`config.mk`:
```
export PLATFORM = sky130hd
export DESIGN_NAME = seq_divider
export DESIGN_NICKNAME = d
export VERILOG_FILES = /design/src/rtl/div_pkg.sv /design/src/rtl/div_step.sv /design/src/rtl/seq_divider.sv
export SDC_FILE = /design/constraint.sdc
export NUM_CORES = 1
export LEC_CHECK = 0
export BUFFER_PORTS_ARGS = -buffer_cell sky130_fd_sc_hd__buf_4
export CAP_MARGIN = 20
export CORE_AREA = 2 2 145 147
export DETAILED_ROUTE_END_ITERATION = 8
export DIE_AREA = 0 0 147 149
export PLACE_DENSITY = 0.66
export SYNTH_ARGS = -nofsm -noshare
export SYNTH_HDL_FRONTEND = slang
export SYNTH_SLANG_ARGS = --single-unit
```
`constraint.sdc`:
```
create_clock -name clk -period 3.1 [get_ports clk]
set_input_delay 0.775 -clock clk [delete_from_list [all_inputs] [get_ports clk]]
set_output_delay 0.775 -clock clk [all_outputs]
set_load 0.05 [all_outputs]
```
`src/rtl/div_pkg.sv`:
```
// Shared definitions for the sequential divider: controller state encoding and
// the quotient bit pattern reported on a divide by zero.
package div_pkg;

    typedef enum logic [1:0] {
        IDLE = 2'd0,
        RUN  = 2'd1,
        DONE = 2'd2
    } div_state_e;

    // Replicated across the full quotient width to give all ones.
    localparam logic DIV_ZERO_Q_BIT = 1'b1;

endpackage

```
`src/rtl/div_step.sv`:
```
// One restoring-division iteration: shift the next dividend bit into the
// partial remainder, trial-subtract the divisor, keep or restore.
module div_step #(
    parameter int N = 32
) (
    input  logic [N-1:0] rem_i,
    input  logic         bit_i,
    input  logic [N-1:0] divisor_i,
    output logic [N-1:0] rem_o,
    output logic         qbit_o
);

    logic [N:0]   shifted;
    logic [N+1:0] diff;
    logic         unused_step;

    assign shifted = {rem_i, bit_i};
    assign diff    = {1'b0, shifted} - {2'b00, divisor_i};

    // No borrow means the divisor fit; both outcomes are below the divisor,
    // so the top bit of either candidate is always zero.
    assign qbit_o      = ~diff[N+1];
    assign rem_o       = qbit_o ? diff[N-1:0] : shifted[N-1:0];
    assign unused_step = diff[N] ^ shifted[N];

endmodule

```
`src/rtl/seq_divider.sv`:
```
// Multi-cycle restoring divider, one quotient bit per cycle. Two's-complement
// operation is available when the SEQ_DIVIDER_SIGNED_EN macro is defined.
module seq_divider
    import div_pkg::*;
#(
    parameter int N = 32
) (
    input  logic         clk,
    input  logic         rst_n,
    input  logic         start,
    input  logic         is_signed,
    input  logic [N-1:0] A,
    input  logic [N-1:0] B,
    output logic         busy,
    output logic         done,
    output logic [N-1:0] Q,
    output logic [N-1:0] R,
    output logic         div_zero
);

    localparam int            CW        = $clog2(N + 1);
    localparam logic [CW-1:0] LAST_ITER = CW'(N - 1);

    div_state_e    state_q, state_d;
    logic [CW-1:0] cnt_q, cnt_d;
    logic [N-1:0]  rem_q, rem_d;
    logic [N-1:0]  dvd_q, dvd_d;
    logic [N-1:0]  dvs_q, dvs_d;
    logic          negq_q, negq_d;
    logic          negr_q, negr_d;
    logic          dz_q, dz_d;
    logic [N-1:0]  q_q, q_d;
    logic [N-1:0]  r_q, r_d;
    logic          div_zero_q, div_zero_d;
    logic          done_q, done_d;

    logic          a_neg, b_neg;
    logic [N-1:0]  a_mag, b_mag;
    logic [N-1:0]  step_rem;
    logic          step_qbit;

`ifdef SEQ_DIVIDER_SIGNED_EN
    assign a_neg = is_signed & A[N-1];
    assign b_neg = is_signed & B[N-1];
`else
    logic unused_signed;
    assign unused_signed = is_signed;
    assign a_neg         = 1'b0;
    assign b_neg         = 1'b0;
`endif

    // The magnitude of the most-negative value still fits as an unsigned N-bit number.
    assign a_mag = a_neg ? -A : A;
    assign b_mag = b_neg ? -B : B;

    div_step #(.N(N)) u_step (
        .rem_i     (rem_q),
        .bit_i     (dvd_q[N-1]),
        .divisor_i (dvs_q),
        .rem_o     (step_rem),
        .qbit_o    (step_qbit)
    );

    always_comb begin
        state_d    = state_q;
        cnt_d      = cnt_q;
        rem_d      = rem_q;
        dvd_d      = dvd_q;
        dvs_d      = dvs_q;
        negq_d     = negq_q;
        negr_d     = negr_q;
        dz_d       = dz_q;
        q_d        = q_q;
        r_d        = r_q;
        div_zero_d = div_zero_q;
        done_d     = 1'b0;

        case (state_q)
            IDLE: begin
                if (start) begin
                    cnt_d  = '0;
                    rem_d  = '0;
                    if (B == '0) begin
                        dvd_d   = A;
                        dvs_d   = '0;
                        negq_d  = 1'b0;
                        negr_d  = 1'b0;
                        dz_d    = 1'b1;
                        state_d = DONE;
                    end else begin
                        dvd_d      = a_mag;
                        dvs_d      = b_mag;
                        negq_d     = a_neg ^ b_neg;
                        negr_d     = a_neg;
                        dz_d       = 1'b0;
                        div_zero_d = 1'b0;
                        state_d    = RUN;
                    end
                end
            end
            RUN: begin
                // The dividend register doubles as the quotient shift register.
                dvd_d = {dvd_q[N-2:0], step_qbit};
                rem_d = step_rem;
                cnt_d = cnt_q + 1'b1;
                if (cnt_q == LAST_ITER) begin
                    state_d = DONE;
                end
            end
            DONE: begin
                done_d  = 1'b1;
                state_d = IDLE;
                if (dz_q) begin
                    q_d        = {N{DIV_ZERO_Q_BIT}};
                    r_d        = dvd_q;
                    div_zero_d = 1'b1;
                end else begin
                    q_d = negq_q ? -dvd_q : dvd_q;
                    r_d = negr_q ? -rem_q : rem_q;
                end
            end
            default: begin
                state_d = IDLE;
            end
        endcase
    end

    always_ff @(posedge clk or negedge rst_n) begin
        if (!rst_n) begin
            state_q    <= IDLE;
            cnt_q      <= '0;
            rem_q      <= '0;
            dvd_q      <= '0;
            dvs_q      <= '0;
            negq_q     <= 1'b0;
            negr_q     <= 1'b0;
            dz_q       <= 1'b0;
            q_q        <= '0;
            r_q        <= '0;
            div_zero_q <= 1'b0;
            done_q     <= 1'b0;
        end else begin
            state_q    <= state_d;
            cnt_q      <= cnt_d;
            rem_q      <= rem_d;
            dvd_q      <= dvd_d;
            dvs_q      <= dvs_d;
            negq_q     <= negq_d;
            negr_q     <= negr_d;
            dz_q       <= dz_d;
            q_q        <= q_d;
            r_q        <= r_d;
            div_zero_q <= div_zero_d;
            done_q     <= done_d;
        end
    end

    // Results are published on the edge leaving DONE, so the done cycle itself
    // sits in IDLE and must still report busy.
    assign busy     = (state_q != IDLE) | done_q;
    assign done     = done_q;
    assign Q        = q_q;
    assign R        = r_q;
    assign div_zero = div_zero_q;

endmodule

```
After elaboration in Yosys (flattened, before gate mapping). Cells that the tools add are included.

Register bits: 171. Input bits: 68. Output and inout bits: 67. Word-level logic and storage cells: 50.

Add/subtract/negate cells: 2. Equal/unequal tests: 7. Mux-type cells: 20. Bitwise logic cells: 2. Reductions and logical operators: 9.

Operators by type and width (count): $mux 32 (6); $pmux 32 s2 (2); $sub 33x32->34 (1); $logic_not 32->1 (1); $pmux 6 s2 (1); $ne 2x2->1 const B (4); $add 6x1->6 const B (1); $eq 6x5->1 const B (1); $mux 2 (3); $mux 6 (1); $reduce_and 2->1 (3); $reduce_bool 2->1 (3); $mux 1 (5); $pmux 2 s2 (1); $reduce_and 4->1 (1); $eq 2x1->1 const B (1); $eq 2x2->1 const B (1); $logic_not 2->1 (1); $pmux 1 s2 (1); $not 1->1 (1); $or 1x1->1 (1).

Logic depth before layout (Yosys ltp). Gate-level depths: netlist (run 1).

Depth after elaboration: 4. Depth in mapped cells: 14. Depth with buffers taken out: 12.

Modules after synthesis. Synthesis (run 1) repeated with hierarchy kept, for this count alone.

Cells, all modules: 1124. Area, all modules: 9477.8 um^2.

By module, submodules not included: seq_divider (times used 1, cells each 751, area an instance 7048.0 um^2, seq. area each 4279.1 um^2); div_step (times used 1, cells each 373, area an instance 2429.8 um^2, seq. area each 0.0 um^2).

Worst setup path after synthesis (run 1). OpenSTA, ideal clock, no wires.

Path type: register -> register. Start point: register dvd_q[31]. End point: register rem_q[26]. Library setup time: 0.122 ns. Data arrival time: 2.685 ns. Required time: 2.978 ns. Slack: 0.293 ns. Cell stages (with the launch flop): 13. Path buffers: 0. Period minus slack after synthesis: 2.807 ns. Path through: dfrtp_1 inv_1 ha_1 fa_1 nor2b_1 o2111ai_1 a2111oi_2 o21ai_1 a31oi_2 a41oi_1 o21ai_1 mux2i_1 nand2_1.

Word-level cells in the longest chain between the ends: 3.

Ends and longest elaborated chain: start, declared (RTL line seq_divider.sv:27) `logic [N-1:0] dvd_q, dvd_d;`; start signal, assigned (RTL line seq_divider.sv:146) `dvd_q <= dvd_d;`; $sub 33x32->34 (RTL line div_step.sv:18) `assign diff = {1'b0, shifted} - {2'b00, divisor_i};`; $mux 32 (RTL line div_step.sv:23) `assign rem_o = qbit_o ? diff[N-1:0] : shifted[N-1:0];`; $pmux 32 s2 (RTL line seq_divider.sv:78) `case (state_q)`; end signal, assigned (RTL line seq_divider.sv:145) `rem_q <= rem_d;`; end, declared (RTL line seq_divider.sv:26) `logic [N-1:0] rem_q, rem_d;`.

Every way passes these cells. A chain may end at the register's enable or synchronous reset.

Worst setup path in the final report (run 1).
Start point: register rem_q[13]. End point: register rem_q[21].

Word-level cells in the longest chain between the ends: 3.

Ends and longest elaborated chain (RTL line): $sub 33x32->34 (div_step.sv:18); $mux 32 (div_step.sv:23); $pmux 32 s2 (seq_divider.sv:78).

Every way passes these cells.

==> Flow_metrics.wiki, run 1 <==
{| class="wikitable"
! Metric !! Value
|-
| Cell area reported after detailed placement || 0.0104 mm^2
|-
| Post-synth top flop || dfrtp_1
|-
| Worst setup endpoint || rem_q[21]$_DFFE_PN0P_
|-
| Worst path buffer plus inverter count || 1
|-
| Via count || 7278
|-
| H-Tree Level Count || 4
|-
| Placeable core region || 0.0206 mm^2
|-
| Required time of the worst setup path || 3400 ps
|-
| Area occupied by multi-input gates || 0.00446 mm^2
|-
| Post-synthesis instance area || 0.00907 mm^2
|-
| Number of register bits inferred by synthesis || 171
|-
| Final worst clock skew || 15.7 ps
|-
| Die span in x || 147 um
|-
| CP max-delay cell || dfrtp_1
|-
| Fraction of layout cells with a size suffix above 1 || 0.196
|-
| Die height || 149 um
|-
| Detailed router's first-iteration violation count || 469
|-
| Initial antenna violation count || 0
|-
| P_leak || 5.14 nW
|-
| Wire length after detailed routing || 21900 um
|-
| Count of placed standard cells in the final layout, fillers left out || 1385
|-
| Worst-path cell chain || ha_1 > a21o_1 > a21o_1 > a21oi_2 > o21ai_1 > a211o_1 > o21ai_2 > and3_1 > buf_4 > mux2i_1 > o21ai_1
|-
| Global placer's final weighted congestion || 0.901
|-
| Number of different library cells in the post-synthesis netlist || 59
|-
| Post-route minimum period || 2920 ps
|-
| Post-DRT Antenna Nets || 0
|-
| Result of the run || complete, no violations
|-
| Final worst-path cycle share || 0.942
|-
| Total setup violations reported at the end of the flow || 0
|-
| Post-DP HPWL || 16100 um
|-
| Met3 wire length || 1020 um
|-
| Number of enable flip-flop cells after synthesis || 0
|-
| Crit path launch || rem_q[13]$_DFFE_PN0P_
|-
| Met1 Wirelength || 11100 um
|-
| Maximum frequency from static timing analysis || 342 MHz
|-
| Total congestion overflow after global routing || 0
|-
| Clock root buffer || clkbuf_16
|-
| Final instance area || 0.0111 mm^2
|-
| Die footprint || 0.0219 mm^2
|-
| Clock Path Buffers || 2
|-
| Yosys synthesis warning count || 0
|-
| Detailed-routing iteration count for the pre-antenna-repair pass || 5
|-
| Sequential-to-total area share from yosys stat || 0.472
|-
| Number of nets produced by synthesis || 1081
|-
| Most frequent cells after synthesis || 205 x nand2_1, 171 x dfrtp_1, 150 x o21ai_0
|-
| First-pass GRT wire length || 35500 um
|-
| Number of clock buffers inserted by TritonCTS || 17
|-
| Critical path depth in cells || 11
|-
| Hold buffers post-CTS || 0
|-
| Family of cells with the greatest summed delay on the critical path || compound AO/OA/AOI/OAI gates
|-
| Worst Setup Path Type || reg -> reg
|-
| Number of cells traversed by the worst register-to-register path || 11
|-
| Fraction of registers with async set/reset || 1.00
|-
| Most repeated cell in the gate-level netlist after synthesis || nand2_1
|-
| Number of global-route vias before repair || 6774
|-
| Pin count of the biggest net entering global routing || 69
|-
| Worst reg2reg setup slack || 180 ps
|-
| Total Power Consumption || 12.7 mW
|-
| Number of clock sinks || 171
|-
| Number of max-cap violations || 0
|-
| Class of the tightest hold or removal check || in -> async
|-
| Longest individual stage delay on the worst path || 450 ps
|-
| Number of standard cells after synthesis || 979
|-
| Clock-pin transition on the worst setup and hold timing paths || 70 ps
|-
| Highest layer used for signal routing || met4
|-
| DP Cell Count || 1352
|-
| Launch instance of the worst register-to-register path || rem_q[13]$_DFFE_PN0P_
|-
| Hold Vio Cnt, Final || 0
|-
| DR vias/cell || 5.25
|-
| Total power per unit cell area || 1140 mW/mm^2
|-
| Post-synthesis average cell area || 9.26 um^2
|-
| Clock tree from TritonCTS || built
|-
| Average routed wire per standard cell || 15.8 um
|-
| Number of pins exceeding their max-slew limit in the final report || 0
|-
| Critical path arrival || 3230 ps
|-
| Kind of launch point of the worst setup path || register
|-
| Antenna fix cells || 0
|-
| IO buf count || 133
|-
| Leading area contributor after synthesis || dfrtp_1
|-
| Register Area || 0.00428 mm^2
|-
| Worst Setup End Kind || register
|-
| Slew headroom || 0.412
|-
| Number of I/O pins || 135
|-
| Worst r2r dst || rem_q[21]$_DFFE_PN0P_
|-
| Measured slew at the worst slew-check pin || 880 ps
|-
| Initial core utilization || 0.441
|-
| DRC violations left || 0
|-
| Cell types with the largest area share after synthesis || dfrtp_1 47%, mux2i_1 9.6%, nand2_1 8.5%
|-
| Top fanout value on the critical path || 14
|-
| Largest voltage drop on the vdd net || 0.000472 V
|-
| Total global-route track usage || 0.203
|-
| Skew-Pair Late Insertion Delay || 440 ps
|-
| Count of standard-cell rows || 53
|-
| Fill cell total of the finished layout || 1944
|-
| # nets final || 1199
|-
| Synthesis-to-finish area growth || 22.6%
|-
| Detailed route wirelength on metal2 || 9560 um
|-
| Share of the synthesized area in the top cell type || 0.472
|}
[stage by stage]
stage / util / setup TNS, ps / worst slack [ps] / hold WS [ps]
after global routing: 0.540 / -8.54 / -8.54 / 276
after floorplan: - / 0 / 293 / 452
final: 0.540 / 0 / 179 / 243
after detailed placement: 0.507 / -347 / -129 / 461
after CTS: 0.536 / 0 / 30.3 / 267
after global placement: 0.507 / -232 / -110 / 452
[how the worst min path moves through the flow]
stage / startpoint / to / slack, ps / depth (start not counted)
3_5_place_dp: Q[5]$_DFFE_PN0P_ / Q[5]$_DFFE_PN0P_ / 460 / 2
5_1_grt: rst_n / Q[29]$_DFFE_PN0P_ / 280 / 1
3_3_place_gp: Q[20]$_DFFE_PN0P_ / Q[20]$_DFFE_PN0P_ / 450 / 2
2_1_floorplan: cnt_q[5]$_DFFE_PN0P_ / cnt_q[5]$_DFFE_PN0P_ / 450 / 1
4_1_cts: rst_n / Q[26]$_DFFE_PN0P_ / 270 / 1
6_report: rst_n / Q[29]$_DFFE_PN0P_ / 240 / 1
[power breakdown]
group          switching, mW  internal (mW)  leakage [nW]
registers              0.717           3.04          2.19
clock network          0.943           1.20         0.280
logic                   3.74           3.02          2.68
total                   5.40           7.26          5.14
[placed cells by master, fill, tap and decap left out, types with 6 or more instances in the layout]
cell       netlist  final
mux2i_1         87     87
nor4_1           8      8
nand3_1          6      6
dfrtp_1        171    170
xnor2_1         18     18
buf_4            2    155
o21ai_1         23     22
nor2_1          23     23
xor2_1           9      9
nand2_1        205    205
ha_1            33     31
a32oi_1          9      9
a21oi_1         31     31
o21ai_0        150    149
a21o_1          22     22
clkbuf_16        0     17
nand4_1          9      9
a31oi_1          7      7
inv_1           43     42
[cell type report]
cell class                 count  share of cell area
clock buffer                  18              0.0386
clock inverter                14              0.0144
inverter                      43              0.0145
multi-input combinational    703               0.401
sequential                   171               0.385
tap                          275              0.0310
timing repair buffer         161               0.115
[cells by family (layout without fill, tap and decap cells)]
logic type	after synthesis	count (layout)	share of synthesized area
fa+ha+maj	34	34	0.0478
compound gates	274	274	0.175
buf+inv	105	236	0.0494
flops	171	171	0.472
simple gates	279	279	0.131
mux	89	89	0.0985
xor+xnor	27	27	0.0261
[registers in the layout (all words and copies together) (netlist names)]
name      cells
Q            32
R            32
cnt_q         6
div_zero      1
done          1
dvd_q        32
dvs_q        32
dz_q          1
rem_q        32
state_q       2
[routing by layer]
metal / vias up / global-route usage
met5: - / 0
met4: 0 / 0.0495
met3: 19 / 0.0407
met2: 180 / 0.301
met1: 3429 / 0.307
li1: 3650 / -
[repair_timing]
item / in CTS / in global routing
resized for setup: 2 / 18
pin swaps: 3 / 9
endpoints found under the hold margin: 0 / 0
setup endpoints to repair: 4 / 22
buffers inserted: 0 / 1
(Power assumes the default switching activity.)
==> run 2, diff against run 1 <==
Settings changed: PLACE_DENSITY 0.66 to 0.74, REMOVE_ABC_BUFFERS from default to 1, SLEW_MARGIN from default to 20.
==> run 2 against run 1 <==
  * Critical path type unchanged
  * Critical path depth fell by 1
  * Combinational power about the same
  * Non-clock buffer count unchanged
  * Core utilization up 0.29 points
  * Clock skew shrank 9.0 ps
  * Die area stayed put
==> Flow_metrics.wiki, run 2 (synthesis gave the netlist of run 1 again) <==
{| class="wikitable"
! Metric !! Value
|-
| Pin count of the biggest net entering global routing || 101 (+46%)
|-
| Number of cells traversed by the worst register-to-register path || 10 (-1)
|-
| Area occupied by multi-input gates || 0.00443 mm^2 (-0.65%)
|-
| Final worst-path cycle share || 0.956 (+0.0140)
|-
| Synthesis-to-finish area growth || 23.2%
|-
| Launch instance of the worst register-to-register path || rem_q[5]$_DFFE_PN0P_
|-
| Post-DRT Antenna Nets || 0 (unchanged)
|-
| Die span in x || 147 um (unchanged)
|-
| Worst Setup End Kind || register
|-
| Count of standard-cell rows || 53 (unchanged)
|-
| Fraction of layout cells with a size suffix above 1 || 0.193 (-0.00360)
|-
| Worst-path cell chain || ha_1 > nand3_1 > a2111o_1 > and3_4 > a211oi_4 > o21ai_2 > and3_2 > buf_12 > mux2i_1 > a22o_1
|-
| Clock root buffer || clkbuf_16
|-
| Total global-route track usage || 0.212 (+0.00932)
|-
| Skew-Pair Late Insertion Delay || 430 ps (about the same)
|-
| Die footprint || 0.0219 mm^2 (unchanged)
|-
| Worst reg2reg setup slack || 140 ps (-40 ps)
|-
| Kind of launch point of the worst setup path || register
|-
| Fill cell total of the finished layout || 1862 (-4.2%)
|-
| Total power per unit cell area || 1150 mW/mm^2 (+0.73%)
|-
| Total setup violations reported at the end of the flow || 0 (unchanged)
|-
| Hold buffers post-CTS || 0 (unchanged)
|-
| Antenna fix cells || 0 (unchanged)
|-
| Setup slack after placement || -37.2 ps (+91.8 ps)
|-
| Number of pins exceeding their max-slew limit in the final report || 0 (unchanged)
|-
| Required time of the worst setup path || 3410 ps (about the same)
|-
| Post-DP HPWL || 16000 um (-0.14%)
|-
| Family of cells with the greatest summed delay on the critical path || compound AO/OA/AOI/OAI gates
|-
| Worst r2r dst || rem_q[0]$_DFFE_PN0P_
|-
| Register Area || 0.00428 mm^2 (unchanged)
|-
| Number of clock buffers inserted by TritonCTS || 17 (unchanged)
|-
| Clock Path Buffers || 2 (unchanged)
|-
| Initial core utilization || 0.441 (unchanged)
|-
| DRC violations left || 0 (unchanged)
|-
| Worst path buffer plus inverter count || 1 (unchanged)
|-
| Number of global-route vias before repair || 7184 (+6.1%)
|-
| Total Power Consumption || 12.8 mW (+1.3%)
|-
| Critical path arrival || 3280 ps (+50 ps)
|-
| Commonest non-fill, non-tap cell in the layout || nand2_1
|-
| Final worst clock skew || 6.66 ps (-9.03 ps)
|-
| Met3 track demand over resource || 0.0413 (+0.000612)
|-
| Number of clock sinks || 171 (unchanged)
|-
| Placeable core region || 0.0206 mm^2 (unchanged)
|-
| Slew headroom || 0.493 (+0.0803)
|-
| Maximum frequency from static timing analysis || 337 MHz (-1.5%)
|-
| Global placer's final weighted congestion || 0.912 (+1.3%)
|-
| Measured slew at the worst slew-check pin || 761 ps (-119 ps)
|-
| Top fanout value on the critical path || 29 (+15)
|-
| First-pass GRT wire length || 37000 um (+4.2%)
|-
| Most crowded layer after global routing || met2
|-
| Setup repair after global routing missed its margin || false
|-
| Detailed-routing iteration count for the pre-antenna-repair pass || 5 (unchanged)
|-
| Result of the run || complete, no violations
|-
| Number of max-cap violations || 0 (unchanged)
|-
| P_leak || 5.19 nW (+0.86%)
|-
| Highest-count cells in the layout ignoring fill and taps || 205 x nand2_1, 170 x dfrtp_1, 153 x buf_4
|-
| Longest individual stage delay on the worst path || 450 ps (about the same)
|-
| Total congestion overflow after global routing || 0 (unchanged)
|-
| Detailed router's first-iteration violation count || 445 (-5.1%)
|-
| CP max-delay cell || a2111o_1
|-
| Number of I/O pins || 135 (unchanged)
|-
| Average routed wire per standard cell || 16.2 um (+2.6%)
|-
| GR Layer Usage met2 || 0.345 (+0.0441)
|-
| Worst Setup Path Type || reg -> reg
|-
| IO buf count || 133 (unchanged)
|-
| # nets final || 1199 (unchanged)
|-
| M1 GR Usage || 0.294 (-0.0129)
|-
| Clock tree from TritonCTS || built
|-
| Largest voltage drop on the vdd net || 0.000537 V (+14%)
|-
| Via count || 7360 (+1.1%)
|-
| Buffers inserted during post-CTS setup optimization || 0 (unchanged)
|-
| Worst path setup slack after routing || 135 ps (-43.5 ps)
|-
| Initial antenna violation count || 0 (unchanged)
|-
| Post-route minimum period || 2960 ps (+43.5 ps)
|-
| Clock-pin transition on the worst setup and hold timing paths || 70 ps (about the same)
|-
| Class of the tightest hold or removal check || in -> async
|-
| Wire length after detailed routing || 22500 um (+2.6%)
|-
| DR vias/cell || 5.31 (+1.1%)
|-
| Hold Vio Cnt, Final || 0 (unchanged)
|-
| Die height || 149 um (unchanged)
|-
| H-Tree Level Count || 4 (unchanged)
|}
run 2: cell types whose count changed in the layout (fill, tap and decap cells not counted), sizes merged:
cell / delta
clkinvlp: -3
bufinv: +2
inv: -2
clkbuf: +3
run 2: layout make-up:
class | instances | share of cell area
Clock buffer | 21 | 0.0421
Tap cell | 275 | 0.0308
Timing Repair Buffer | 161 | 0.116
Sequential cell | 171 | 0.383
Inverter | 43 | 0.0144
Clock inverter | 11 | 0.0164
Multi-Input combinational cell | 703 | 0.397
run 2: how the worst max path moves through the flow:
stage,startpoint,end,slack [ps],depth (start not counted)
3_5_place_dp,dvd_q[31]$_DFFE_PN0P_,rem_q[26]$_DFFE_PN0P_,-40,12
4_1_cts,dvd_q[31]$_DFFE_PN0P_,rem_q[26]$_DFFE_PN0P_,10,12
3_3_place_gp,dvd_q[31]$_DFFE_PN0P_,rem_q[26]$_DFFE_PN0P_,-30,12
2_1_floorplan,start,dvs_q[0]$_DFFE_PN0P_,-1500,2
6_report,rem_q[5]$_DFFE_PN0P_,rem_q[0]$_DFFE_PN0P_,140,10
5_1_grt,rem_q[13]$_DFFE_PN0P_,rem_q[7]$_DFFE_PN0P_,0.5,11
run 2: stage by stage:
stage | area [um^2] | hold WS, ps | std cells | TNS [ps] | util
6_report | 11200 | 334 | 1385 | 0 | 0.543
5_1_grt | 11200 | 376 | 1385 | 0 | 0.543
4_1_cts | 11100 | 352 | 1385 | 0 | 0.541
3_5_place_dp | 10500 | 457 | 1353 | -37.2 | 0.508
3_3_place_gp | 10500 | 452 | 1353 | -28.3 | 0.508
2_1_floorplan | 8780 | 452 | 917 | -137180 | -
run 2: worst register-to-register path: cells and delay by family (launching register included):
family | cells | cell delay [ps]
AO/OA/AOI/OAI | 4 | 1070
AND/OR/NAND/NOR | 3 | 620
adder cells (fa/ha/maj) | 1 | 410
flip-flops | 1 | 400
buffers and inverters | 1 | 180
multiplexers | 1 | 180
run 2: repair_timing:
| item | in CTS | in global routing |
|---|---|---|
| pin swaps | 1 | 6 |
| gates cloned | 0 | 0 |
| setup endpoints to repair | 3 | 20 |
| resized for setup | 1 | 12 |
run 2: metal layers:
metal | wire, um | vias up
met2 | 10700 | 139
met5 | 0 | -
met1 | 10600 | 3543
met3 | 948 | 20
met4 | 249 | 0
li1 | - | 3658
run 2: report_power, final:
group	internal, mW	switching (mW)	leakage [nW]
combinational	2.98	3.81	2.68
clock	1.43	0.916	0.322
sequential	3.04	0.651	2.19
total	7.45	5.37	5.19
==> run 3, diff against run 2 <==
Settings changed: CORE_AREA 2 2 145 147 to 4 4 156 158, DIE_AREA 0 0 147 149 to 0 0 160 162, PLACE_DENSITY 0.74 to 0.68.
==> run 3 against run 2 <==
  * Critical path depth rose by 2
  * Core utilization is 6.4 points lower
  * Non-clock buffer count shrank 8
  * Via count decreased by 0.87%
  * Worst setup slack better by 3.6 ps
  * Design area fell by 0.82%
  * Clock power is 11% lower
  * Clock-buffer cell count down 3
  * Cell count increased by 0.51%
  * Routed wire length rose by 2.1%
  * Power shrank 2.5%
  * Largest cell class unchanged
==> Flow_metrics.wiki, run 3 (synthesis gave the netlist of run 1 again) <==
{| class="wikitable"
! Metric !! Value
|-
| Clock-pin transition on the worst setup and hold timing paths || 80 ps (about the same)
|-
| Buffers inserted during post-CTS setup optimization || 0 (unchanged)
|-
| H-Tree Level Count || 4 (unchanged)
|-
| Top fanout value on the critical path || 4 (-86%)
|-
| Final worst clock skew || 14.3 ps (+7.63 ps)
|-
| Worst r2r dst || rem_q[30]$_DFFE_PN0P_
|-
| Detailed router's first-iteration violation count || 531 (+19%)
|-
| Final worst-path cycle share || 0.955 (-0.00117)
|-
| Switching part of the total power || 0.429 (+0.0103)
|-
| Critical path arrival || 3270 ps (about the same)
|-
| Worst Setup Path Type || reg -> reg
|-
| Initial antenna violation count || 0 (unchanged)
|-
| Clock root buffer || clkbuf_16
|-
| Setup repair after global routing missed its margin || false
|-
| DR vias/cell || 5.24 (-1.4%)
|-
| Fill cell total of the finished layout || 2173 (+17%)
|-
| Final instance area || 0.0111 mm^2 (-0.82%)
|-
| Die span in x || 160 um (+8.8%)
|-
| Average routed wire per standard cell || 16.5 um (+1.6%)
|-
| Synthesis-to-finish area growth || 22.2%
|-
| Skew-Pair Late Insertion Delay || 440 ps (about the same)
|-
| Post-route setup TNS || 0 ps (unchanged)
|-
| P_leak || 5.11 nW (-1.6%)
|-
| Family of cells with the greatest summed delay on the critical path || compound AO/OA/AOI/OAI gates
|-
| Total setup violations reported at the end of the flow || 0 (unchanged)
|-
| Largest voltage drop on the vdd net || 0.000471 V (-12%)
|-
| Area occupied by multi-input gates || 0.00442 mm^2 (-0.28%)
|-
| Clock tree from TritonCTS || built
|-
| DRC violations left || 0 (unchanged)
|-
| Worst Setup End Kind || register
|-
| Cell area reported after detailed placement || 0.0104 mm^2 (-0.54%)
|-
| Worst reg2reg setup slack || 140 ps (about the same)
|-
| Die footprint || 0.0259 mm^2 (+18%)
|-
| # nets final || 1191 (-0.67%)
|-
| Count of standard-cell rows || 56 (+5.7%)
|-
| Highest-count cells in the layout ignoring fill and taps || 205 x nand2_1, 170 x dfrtp_1, 149 x o21ai_0
|-
| Reg power frac || 0.296 (+0.008)
|-
| Number of clock buffers inserted by TritonCTS || 17 (unchanged)
|-
| Clock Path Buffers || 2 (unchanged)
|-
| Launch instance of the worst register-to-register path || dvd_q[31]$_DFFE_PN0P_
|-
| Hold Vio Cnt, Final || 0 (unchanged)
|-
| Pint || 7.14 mW (-4.2%)
|-
| IO buf count || 133 (unchanged)
|-
| Initial core utilization || 0.392 (-0.0489)
|-
| Total global-route track usage || 0.177 (-0.0356)
|-
| Wire length after detailed routing || 23000 um (+2.1%)
|-
| Global placer's final weighted congestion || 0.877 (-3.9%)
|-
| Detailed-routing iteration count for the pre-antenna-repair pass || 5 (unchanged)
|-
| Register Area || 0.00428 mm^2 (unchanged)
|-
| Commonest non-fill, non-tap cell in the layout || nand2_1
|-
| Worst-path cell chain || inv_1 > ha_1 > fa_1 > nor2b_2 > o2111ai_2 > a2111oi_4 > o21ai_2 > a31oi_2 > a2111oi_1 > nor3_1 > xnor2_1 > o21ai_1
|-
| Maximum frequency from static timing analysis || 338 MHz (+0.12%)
|-
| Placeable core region || 0.0231 mm^2 (+12%)
|-
| Number of cells traversed by the worst register-to-register path || 12 (+2)
|-
| Number of pins exceeding their max-slew limit in the final report || 0 (unchanged)
|-
| Class of the tightest hold or removal check || in -> async
|-
| Worst path setup slack after routing || 139 ps (+3.64 ps)
|-
| Longest individual stage delay on the worst path || 430 ps (-20 ps)
|-
| Fraction of layout cells with a size suffix above 1 || 0.187 (-0.00586)
|-
| Via count || 7296 (-0.87%)
|-
| Number of clock sinks || 171 (unchanged)
|-
| Kind of launch point of the worst setup path || register
|-
| Worst path buffer plus inverter count || 1 (unchanged)
|-
| Sw Pwr || 5.37 mW (about the same)
|-
| Number of I/O pins || 135 (unchanged)
|-
| Clk pwr share || 0.167 (-0.016)
|-
| Total congestion overflow after global routing || 0 (unchanged)
|-
| Post-DP HPWL || 16200 um (+0.97%)
|-
| Measured slew at the worst slew-check pin || 667 ps (-93.6 ps)
|-
| CP max-delay cell || a2111oi_4
|-
| Slew headroom || 0.551 (+0.0583)
|-
| Post-DRT Antenna Nets || 0 (unchanged)
|-
| Post-route minimum period || 2960 ps (-3.64 ps)
|-
| Pin count of the biggest net entering global routing || 101 (unchanged)
|-
| Antenna fix cells || 0 (unchanged)
|-
| Required time of the worst setup path || 3410 ps (about the same)
|-
| Die height || 162 um (+8.7%)
|-
| Result of the run || complete, no violations
|-
| Total Power Consumption || 12.5 mW (-2.5%)
|-
| First-pass GRT wire length || 37200 um (+0.60%)
|-
| Setup slack after placement || 2.82 ps (+40.1 ps)
|-
| Gate power share || 0.537 (+0.008)
|-
| Total power per unit cell area || 1130 mW/mm^2 (-1.7%)
|-
| Number of max-cap violations || 0 (unchanged)
|-
| Number of global-route vias before repair || 7096 (-1.2%)
|}
[run 3: cell count changes in the layout (fill, tap and decap cells not counted), sizes merged]
cell | before | now
bufinv | 4 | 1
inv | 46 | 47
clkinvlp | 0 | 5
buf | 161 | 152
clkbuf | 21 | 19
[run 3: power by group through the flow]
| stage | logic, mW | clock network [mW] | registers (mW) |
|---|---|---|---|
| finish | 6.71 | 2.09 | 3.70 |
| global route | 7.51 | 2.22 | 3.81 |
| CTS | 6.47 | 2.13 | 3.70 |
| detailed placement | 6.43 | 0 | 3.74 |
| global placement | 6.32 | 0 | 3.70 |
| floorplan | 4.80 | 0 | 3.71 |
[run 3: area by class of cell]
type                    count  area share
well taps                 290      0.0327
flip-flops and latches    171       0.386
clock inverters            14      0.0125
multi-input cells         703       0.399
inverters                  43      0.0146
repair buffers            153       0.115
clock buffers              18      0.0396
[run 3: timing repair]
| action | 4_1_cts | 5_1_grt |
|---|---|---|
| setup endpoints to repair | 1 | 28 |
| hold buffers | 0 | 0 |
| cloned | 0 | 1 |
| gates resized for setup | 0 | 12 |
| pin swaps | 1 | 5 |
[run 3: how the worst max path moves through the flow]
stage	start	to	slack, ps	cells after the start
detailed placement	dvd_q[31]$_DFFE_PN0P_	rem_q[26]$_DFFE_PN0P_	3	12
floorplan	start	dvs_q[0]$_DFFE_PN0P_	-1500	2
global route	dvd_q[31]$_DFFE_PN0P_	rem_q[30]$_DFFE_PN0P_	2	12
finish	dvd_q[31]$_DFFE_PN0P_	rem_q[30]$_DFFE_PN0P_	140	12
global placement	dvd_q[31]$_DFFE_PN0P_	rem_q[26]$_DFFE_PN0P_	1	12
CTS	dvd_q[31]$_DFFE_PN0P_	rem_q[26]$_DFFE_PN0P_	40	12
[run 3: metrics by stage]
stage,hold slack [ps],util,cells
6_report,304,0.479,1392
5_1_grt,343,0.479,1392
4_1_cts,328,0.475,1390
3_5_place_dp,459,0.450,1358
3_3_place_gp,452,0.450,1358
2_1_floorplan,452,-,917
[run 3: layer usage]
layer | GRT usage | routed length (um)
met2 | 0.287 | 10900
met4 | 0.0469 | 339
met1 | 0.242 | 10700
met5 | 0 | 0
met3 | 0.0386 | 1070
